==> src/rtl/shift_seq.sv <==
// shift_seq: multi-cycle 16-bit shifter, one bit position per clock, valid/ready in and out
module shift_seq #(
  parameter int WIDTH = 16,
  parameter int SHW   = 4
) (
  input  logic             clk,
  input  logic             rst,
  input  logic             in_valid,
  output logic             in_ready,
  input  logic [WIDTH-1:0] a,
  input  logic [SHW-1:0]   amt,
  input  logic [1:0]       op,
  output logic             out_valid,
  input  logic             out_ready,
  output logic [WIDTH-1:0] s,
  output logic             c,
  output logic             z,
  output logic             busy
);
  typedef enum logic [1:0] {IDLE, SHIFT, DONE} state_t;
  state_t state_q, state_d;
  logic [WIDTH-1:0] s_q, s_d, step_s;
  logic [SHW-1:0] cnt_q, cnt_d;
  logic [1:0] op_q, op_d;
  logic c_q, c_d, step_c, accept, shifting;
  always_comb begin
    accept   = in_valid && state_q == IDLE;
    shifting = state_q == SHIFT;
    step_s   = op_q == 2'd0 ? {s_q[WIDTH-2:0], 1'b0} :
               op_q == 2'd1 ? {1'b0, s_q[WIDTH-1:1]} :
               op_q == 2'd2 ? {s_q[WIDTH-1], s_q[WIDTH-1:1]} :
                              {s_q[0], s_q[WIDTH-1:1]};
    step_c   = op_q == 2'd0 ? s_q[WIDTH-1] : s_q[0];
    state_d  = state_q == IDLE  ? (in_valid ? (amt != '0 ? SHIFT : DONE) : IDLE) :
               state_q == SHIFT ? (cnt_q == SHW'(1) ? DONE : SHIFT) :
                                  (out_ready ? IDLE : DONE);
    s_d      = accept ? a : shifting ? step_s : s_q;
    c_d      = accept ? 1'b0 : shifting ? step_c : c_q;
    op_d     = accept ? op : op_q;
    cnt_d    = accept ? amt : shifting ? cnt_q - SHW'(1) : cnt_q;
  end
  always_ff @(posedge clk) begin
    if (rst) begin
      state_q <= IDLE;
      s_q     <= '0;
      c_q     <= 1'b0;
      op_q    <= 2'd0;
      cnt_q   <= '0;
    end else begin
      state_q <= state_d;
      s_q     <= s_d;
      c_q     <= c_d;
      op_q    <= op_d;
      cnt_q   <= cnt_d;
    end
  end
  assign in_ready  = state_q == IDLE;
  assign out_valid = state_q == DONE;
  assign busy      = state_q != IDLE;
  assign s         = s_q;
  assign c         = c_q;
  assign z         = s_q == '0;
endmodule
==> config.mk <==
export PLATFORM = sky130hd
export DESIGN_NAME = shift_seq
export DESIGN_NICKNAME = d
export VERILOG_FILES = /design/src/rtl/shift_seq.sv
export SDC_FILE = /design/constraint.sdc
export NUM_CORES = 1
export LEC_CHECK = 0
export CAP_MARGIN = 10
export CORE_MARGIN = 3
export CORE_UTILIZATION = 36
export CTS_BUF_LIST = sky130_fd_sc_hd__clkbuf_4
export DETAILED_ROUTE_END_ITERATION = 7
export GPL_TIMING_DRIVEN = 0
export HOLD_SLACK_MARGIN = 0.08
export PLACE_DENSITY = 0.64
export SKIP_CTS_REPAIR_TIMING = 1
export SYNTH_ARGS = -nofsm -noshare
export SYNTH_HDL_FRONTEND = slang
export SYNTH_SLANG_ARGS = --single-unit
==> constraint.sdc <==
create_clock -name clk -period 1.24 [get_ports clk]
set_input_delay 0.186 -clock clk [delete_from_list [all_inputs] [get_ports clk]]
set_output_delay 0.186 -clock clk [all_outputs]
set_load 0.1 [all_outputs]
After elaboration in Yosys (flattened, before gate mapping)
Cells that the tools add are included.
W data, S select, Z words.
{"block": "op_classes", "add_sub_neg": 1, "eq_ne": 6, "n_mux": 14, "reduce_logical": 9}
{"cell": "$mux W16", "count": 5}
{"cell": "$logic_not A16 Y1", "count": 1}
{"cell": "$mux W2", "count": 6}
{"cell": "$mux W4", "count": 2}
{"cell": "$eq A2 B1 Y1 const B", "count": 2}
{"cell": "$eq A2 B2 Y1 const B", "count": 2}
{"cell": "$eq A4 B1 Y1 const B", "count": 1}
{"cell": "$logic_not A2 Y1", "count": 2}
{"cell": "$ne A4 B3 Y1 const B", "count": 1}
{"cell": "$reduce_bool A2 Y1", "count": 2}
{"cell": "$reduce_bool A4 Y1", "count": 1}
{"cell": "$sub A4 B1 Y4 const B", "count": 1}
{"cell": "$reduce_and A2 Y1", "count": 1}
{"cell": "$reduce_or A2 Y1", "count": 1}
{"cell": "$logic_and A1 B1 Y1", "count": 1}
{"cell": "$mux W1", "count": 1}
{"block": "totals", "regBits": 25, "input_bits": 26, "out_inout_bits": 21, "elab_cells": 36}

Logic depth before layout (Yosys ltp)
Gate-level depths: netlist of run 1.
{"block": "depth", "word_depth": 6, "mapped_depth": 5}

Worst setup path after synthesis of run 1
Ideal clock, no wire load.
{"block": "synth_path", "kind": "register to output", "start": "register state_q[0]", "end": "output port busy", "arrival_time_ns": 2.726, "path_slack_ns": -1.672, "path_stages_with_launch": 4, "n_path_buf": 1, "cell_sequence": "dfxtp_1 -> buf_2 -> nor2_1 -> inv_1"}
{"block": "synth_between", "elab_chain_cells": 1}
{"element": "from (decl)", "line": "21", "source": "state_t state_q, state_d;"}
{"element": "from (signal assigned)", "line": "50", "source": "state_q <= state_d;"}
{"element": "$reduce_bool A2 Y1", "line": "59", "source": "assign busy = state_q != IDLE;"}
{"element": "to (decl)", "line": "18", "source": "output logic busy"}
No other way between the ends.

Worst setup path after layout of run 1
{"block": "layout_path", "start": "register s_q[9] (netlist: s[9])", "end": "output port z"}
{"block": "layout_between", "elab_chain_cells": 1}
{"element": "from (decl)", "line": "22", "source": "logic [WIDTH-1:0] s_q, s_d, step_s;"}
{"element": "from (signal assigned)", "line": "45", "source": "s_q <= '0;"}
{"element": "from (signal assigned)", "line": "51", "source": "s_q <= s_d;"}
{"element": "$logic_not A16 Y1", "line": "62", "source": "assign z = s_q == '0;"}
{"element": "to (decl)", "line": "17", "source": "output logic z,"}
No other way between the ends.

==> results of run 1 <==
==> how the worst min path moves through the flow <==
| stage | cells after the start | slack [ps] | endpoint | from |
|---|---|---|---|---|
| global route | 2 | 190 | op_q[1]$_SDFFE_PP0P_ | rst |
| finish | 2 | 170 | op_q[1]$_SDFFE_PP0P_ | rst |
| global placement | 2 | 500 | s[0]$_SDFFE_PP0P_ | rst |
| CTS | 2 | 160 | s[0]$_SDFFE_PP0P_ | rst |
| floorplan | 2 | 320 | s[10]$_SDFFE_PP0P_ | a[10] |
| detailed placement | 2 | 510 | cnt_q[2]$_SDFFE_PP0P_ | cnt_q[2]$_SDFFE_PP0P_ |
==> registers in the layout, indices dropped and copies added, names as in the netlist <==
name     cells
c            1
cnt_q        4
op_q         2
s           16
state_q      2
==> routing by layer <==
layer  track usage [%]  vias up  part of all wire [%]
met3              3.84        6                   6.0
met2              30.6       57                    51
li1                  -      808                     -
met4              4.18        0                  0.89
met1              27.5      843                    42
met5                 0        -                     0
==> cell type report <==
type | count | area (um2)
Buffer | 16 | 141
Fill cell | 327 | 1410
Timing Repair Buffer | 62 | 664
Sequential cell | 25 | 566
Inverter | 7 | 31.3
Clock buffer | 3 | 22.5
Clock inverter | 1 | 5.00
Multi-Input combinational cell | 131 | 1150
Tap cell | 50 | 62.6
==> cell usage after synthesis (4+ instances only) <==
library cell and n:
a21oi_1 16, buf_2 10, nand3_1 8, nor2_1 5, inv_1 7, nor3b_1 8
o21ai_1 5, nand2_1 5, a211oi_1 8, a22oi_1 9, o21a_1 14, nand2b_1 5
o21ai_0 11, dfxtp_1 25, o211ai_1 8, nor4_1 7, buf_4 4
==> where the power goes <==
| group | internal, mW | leakage [nW] | switching, mW |
|---|---|---|---|
| clock network | 0.121 | 0.0177 | 0.272 |
| registers | 0.902 | 0.219 | 0.155 |
| logic | 0.625 | 0.748 | 0.987 |
| total | 1.65 | 0.985 | 1.41 |
==> cell usage in the layout, fill, tap and decap left out, types with 4 or more instances in the layout <==
master / netlist / final
nand3_2: 0 / 7
a22oi_2: 0 / 8
dfxtp_4: 0 / 15
clkbuf_4: 0 / 8
o21ai_1: 5 / 7
o21ai_0: 11 / 7
a21oi_1: 16 / 10
inv_1: 7 / 4
o21a_1: 14 / 14
buf_6: 2 / 19
clkdlybuf4s50_1: 0 / 23
nor3b_1: 8 / 6
dfxtp_2: 0 / 7
a211oi_1: 8 / 5
a21oi_2: 0 / 5
buf_4: 4 / 17
nand2b_1: 5 / 5
buf_12: 0 / 6
o211ai_1: 8 / 8
==> through the flow <==
step / instances / hold slack (ps) / setup slack (ps) / setup TNS (ps)
6_report: 295 / 165 / -397 / -3530
5_1_grt: 295 / 186 / -469 / -5290
4_1_cts: 279 / 155 / -1380 / -21140
3_5_place_dp: 275 / 510 / -999 / -20350
3_3_place_gp: 275 / 498 / -984 / -19460
2_1_floorplan: 180 / 315 / -543 / -998
==> kinds of logic (layout without fill, tap and decap cells) <==
logic type               count (synthesis)  after routing  share of synthesized area, %
flip-flops                              25             25                          32.7
multiplexers                             1              1                         0.654
AND/OR/NAND/NOR                         49             49                          21.3
adder cells (fa/ha/maj)                  2              2                          1.64
buffers and inverters                   24             89                          8.67
AO/OA/AOI/OAI                           79             79                          35.1
==> worst max-delay path: cells and delay by family, from the launching register on <==
family                 cells  cell delay [ps]
flip-flops                 1              390
buffers and inverters      1              170
AND/OR/NAND/NOR            2              560
==> results_dict.tcl, run 1 <==
set metrics [dict create \
    clk_latency_ps 330 \
    yosysSeqAreaShare_pct 32.7 \
    cts_tree "done" \
    drc 0 \
    synth-edff-count 0 \
    syn_area_um2 1530 \
    cp_slowest_cell "dfxtp_4" \
    num_rows 23 \
    drive_above_1_share_pct 53.1 \
    diodes 0 \
    synth_seq_cells 25 \
    reg2reg_from "state_q[1]$_SDFF_PP0_" \
    ant_nets 0 \
    fp.dieH_um 71.2 \
    routed_wl_mm 5.40 \
    r2r_setup_slack_ps -230 \
    placed_area_um2 2110 \
    rsz0062_at_grt "yes" \
    fin_crit_ps 1640 \
    fin_util_pct 65.2 \
    syn_inst 180 \
    ys_types 37 \
    layout.nets 274 \
    skew_ps 2.59 \
    io_buffers 45 \
    fin_area_um2 2640 \
    synth_largest_area_cell "dfxtp_1" \
    ios 47 \
    start_kind "flip-flop" \
    wl_per_cell_um 18.3 \
    clk_path_buf_depth 2 \
    die_x_um 71.2 \
    ir_drop_uv 759 \
    finalSetupViolations 30 \
    dp_hpwl_mm 3.51 \
    ys_async_sr_fraction_pct 0 \
    antenna_found_initial 0 \
    clk_pin_slew_ps 150 \
    hold_path_class "input pin to flip-flop" \
    worst_path_largest_cell_delay_ps 390 \
    yosys.area.top_type_share_pct 32.7 \
    design.core.area_um2 4060 \
    violations "setup timing" \
    grt_pass1_wl_mm 7.98 \
    cp-startpoint "s[9]$_SDFFE_PP0P_" \
    leakagePower_nw 0.985 \
    avgViaCountPerCell 5.81 \
    finalPower_mw 3.06 \
    dr.pass1.iters 4 \
    reg2reg_depth 7 \
    grt_max_degree 15 \
    ys.flop_type "dfxtp_1" \
    regToRegEndpoint "cnt_q[3]$_SDFFE_PP0P_" \
    cts_buffers 3 \
    cap_violations 0 \
    h-tree-depth 1 \
    syn_avg_cell_area_um2 8.50 \
    grt_usage_pct 19.4 \
    crit_chain "nor4_2 > and4_4 > buf_12" \
    synth_warnings 0 \
    synthTopCellsByArea "dfxtp_1 33%, o21a_1 6.9%, a21oi_1 5.2%" \
    syn_nets 208 \
    grt-ovfl-total 0 \
    slew_headroom_pct 64.2 \
    max_freq_ghz 0.611 \
    die_area_um2 5070 \
    fin_crit_sh_pct 132 \
    areaGrowthSynthToFinish_pct 72.8 \
    cp.arrival_ps 1450 \
    worst-path-max-fanout 4 \
    status "finished with violations" \
    cp-endpoint "z" \
    cts-root-buf "clkbuf_4" \
    required_ps 1050 \
    worst_pin_slew_ps 537 \
    drv_slew 0 \
    p_per_area_nw_per_um2 1160 \
    cts.sinks 25 \
    place_congestion 0.837 \
    initial_core_util_pct 37.7 \
    grt_pass1_vias 1594 \
    postLayoutSetupSlackWorst_ps -397 \
    drtIter0Drc 93 \
    via_count 1714 \
    end_kind "output port" \
    hold_viol_final 0 \
    crit_type "flip-flop to output port" \
]
(Power assumes the default switching activity.)
==> run 2: changes to the inputs <==
PLACE_DENSITY = 0.61   (was 0.64)
clock period = 1.6 ns   (was 1.24 ns; I/O delays follow)
==> run 2 against run 1 <==
Hold slack improved by 41 ps. Register-to-register slack improved by 500 ps. Highest routed layer unchanged. Critical path type unchanged. Global-route usage fell by 0.80 points. Critical endpoint is now s[1]. Clock skew rose by 6.4 ps. Cell area fell by 22%. Clock power fell by 23%. Sequential cell count did not move. The flow still finishes with violations (setup timing). Power fell by 32%. Via count fell by 7.8%. Sequential share of layout area rose by 3.9 points.
==> results_dict.tcl, run 2 (synthesis gave the netlist of run 1 again) <==
set metrics [dict create \
    status "finished with violations" \
    violations "setup timing" \
    hold_depth 2 \
    power.internal_mw 1.11 \
    hp-start "rst" \
    end_kind "output port" \
    fin_crit_sh_pct 108 \
    cp_slowest_cell "dlymetal6s2s_1" \
    clock_power_share_pct 14.6 \
    p_switching_mw 0.958 \
    crit_buf_inv 1 \
    antenna_found_initial 0 \
    drtIter0Drc 96 \
    fin_area_um2 2070 \
    largest_reg_flops 16 \
    slew_headroom_pct 35.3 \
    clk_latency_ps 320 \
    hold_slack_ps 206 \
    drv_slew 0 \
    mostFrequentLayoutCells "24 x clkdlybuf4s50_1, 18 x dfxtp_2, 16 x a21oi_1, 15 x clkbuf_2, 14 x o21a_1" \
    crit_type "flip-flop to output port" \
    grt_max_degree 14 \
    grt-ovfl-total 0 \
    cts_tree "done" \
    drive_above_1_share_pct 30.1 \
    placed_area_um2 2080 \
    required_ps 1360 \
    reg2reg_depth 4 \
    skew_ps 9.04 \
    fin_crit_ps 1740 \
    die_area_um2 5070 \
    busiest_layer "met2" \
    num_rows 23 \
    leakagePower_nw 0.824 \
    grt_use_met2_pct 33.0 \
    regToRegEndpoint "s[6]$_SDFFE_PP0P_" \
    clk_pin_slew_ps 140 \
    ios 47 \
    use_met3_pct 3.69 \
    r2r_setup_slack_ps 270 \
    cts.sinks 25 \
    dp_hpwl_mm 3.46 \
    pwr-share-comb_pct 47.4 \
    start_kind "flip-flop" \
    crit_chain "dlymetal6s2s_1" \
    worst-path-max-fanout 5 \
    finalSetupViolations 3 \
    fp.dieH_um 71.2 \
    grt_pass1_vias 1601 \
    clk_path_buf_depth 2 \
    postLayoutSetupSlackWorst_ps -135 \
    via_count 1581 \
    io_buffers 45 \
    layout_commonest_cell "clkdlybuf4s50_1" \
    avgViaCountPerCell 5.67 \
    areaGrowthSynthToFinish_pct 35.3 \
    ir_drop_uv 504 \
    place_congestion 0.862 \
    wl_per_cell_um 16.9 \
    seqPwrFrac_pct 38.0 \
    initial_core_util_pct 37.7 \
    cap_violations 0 \
    cts-root-buf "clkbuf_4" \
    die_x_um 71.2 \
    routed_wl_mm 4.72 \
    cts_buffers 3 \
    hold_path_end "s[0]$_SDFFE_PP0P_" \
    p_per_area_nw_per_um2 1000 \
    h-tree-depth 1 \
    cpLargestDelayFamily "buffers and inverters" \
    hold_viol_final 0 \
    grt_use_met1_pct 22.6 \
    hold_path_class "input pin to flip-flop" \
    rsz0062_at_grt "yes" \
    worst_path_largest_cell_delay_ps 760 \
    worst_pin_slew_ps 969 \
    design.core.area_um2 4060 \
    grt_pass1_wl_mm 7.54 \
    ant_nets 0 \
    layout.nets 258 \
    drc 0 \
    diodes 0 \
    grt_usage_pct 18.6 \
    dr.pass1.iters 4 \
    reg2reg_from "state_q[0]$_SDFF_PP0_" \
    max_freq_ghz 0.576 \
    p_sw_share_pct 46.2 \
    cp.arrival_ps 1500 \
]
[run 2: changes by cell type in the layout (fill, tap and decap cells not counted), moves of 7 or more]
cell / delta
buf_6: -15
clkbuf_2: +15
dfxtp_4: -15
buf_4: -13
dfxtp_2: +11
a22oi_1: +8
a22oi_2: -8
nand3_1: +7
nand3_2: -7
[run 2: area by class of cell]
type	instances	area, um2
clock buffers	4	30.0
fillers	383	1990
well taps	50	62.6
flip-flops and latches	25	523
inverters	7	26.3
plain buffers	17	113
repair buffers	45	394
multi-input cells	131	922
[run 2: power groups by stage]
stage | Sequential, mW | Clock, mW | Combinational [mW]
floorplan | 1.10 | 0 | 0.425
global placement | 0.792 | 0 | 0.994
detailed placement | 0.794 | 0 | 1.00
CTS | 0.780 | 0.316 | 1.01
global route | 0.796 | 0.339 | 1.04
finish | 0.786 | 0.303 | 0.983
[run 2: metal layers]
metal / vias to the layer above / share of wire, % / wire, um
met2: 40 / 51 / 2400
li1: 775 / - / -
met4: 0 / 0.57 / 27
met3: 2 / 5.1 / 239
met5: - / 0 / 0
met1: 764 / 43 / 2050
[run 2: metrics by stage]
step / utilization [%] / setup slack [ps] / instances / setup TNS, ps / total power [mW]
CTS: 51.9 / -1080 / 279 / -12320 / 2.10
global placement: 51.2 / -703 / 275 / -6100 / 1.79
global route: 51.0 / -185 / 279 / -502 / 2.17
floorplan: - / -237 / 180 / -259 / 1.52
detailed placement: 51.2 / -701 / 275 / -6270 / 1.80
finish: 51.0 / -135 / 279 / -353 / 2.07
[run 2: how the worst max path moves through the flow]
stage	depth (start not counted)	start	to	slack [ps]
2_1_floorplan	3	state_q[0]$_SDFF_PP0_	busy	-240
5_1_grt	3	s[1]$_SDFFE_PP0P_	z	-190
3_3_place_gp	3	s[15]$_SDFFE_PP0P_	z	-700
4_1_cts	3	s[15]$_SDFFE_PP0P_	z	-1080
6_report	1	s[1]$_SDFFE_PP0P_	s[1]	-140
3_5_place_dp	3	s[15]$_SDFFE_PP0P_	z	-700
[run 2: worst register-to-register path, delay by kind of cell, from the launching register on]
family	cells	cell delay, ps
DFF	1	370
AOI/OAI and AO/OA	3	710
buffers and inverters	1	200
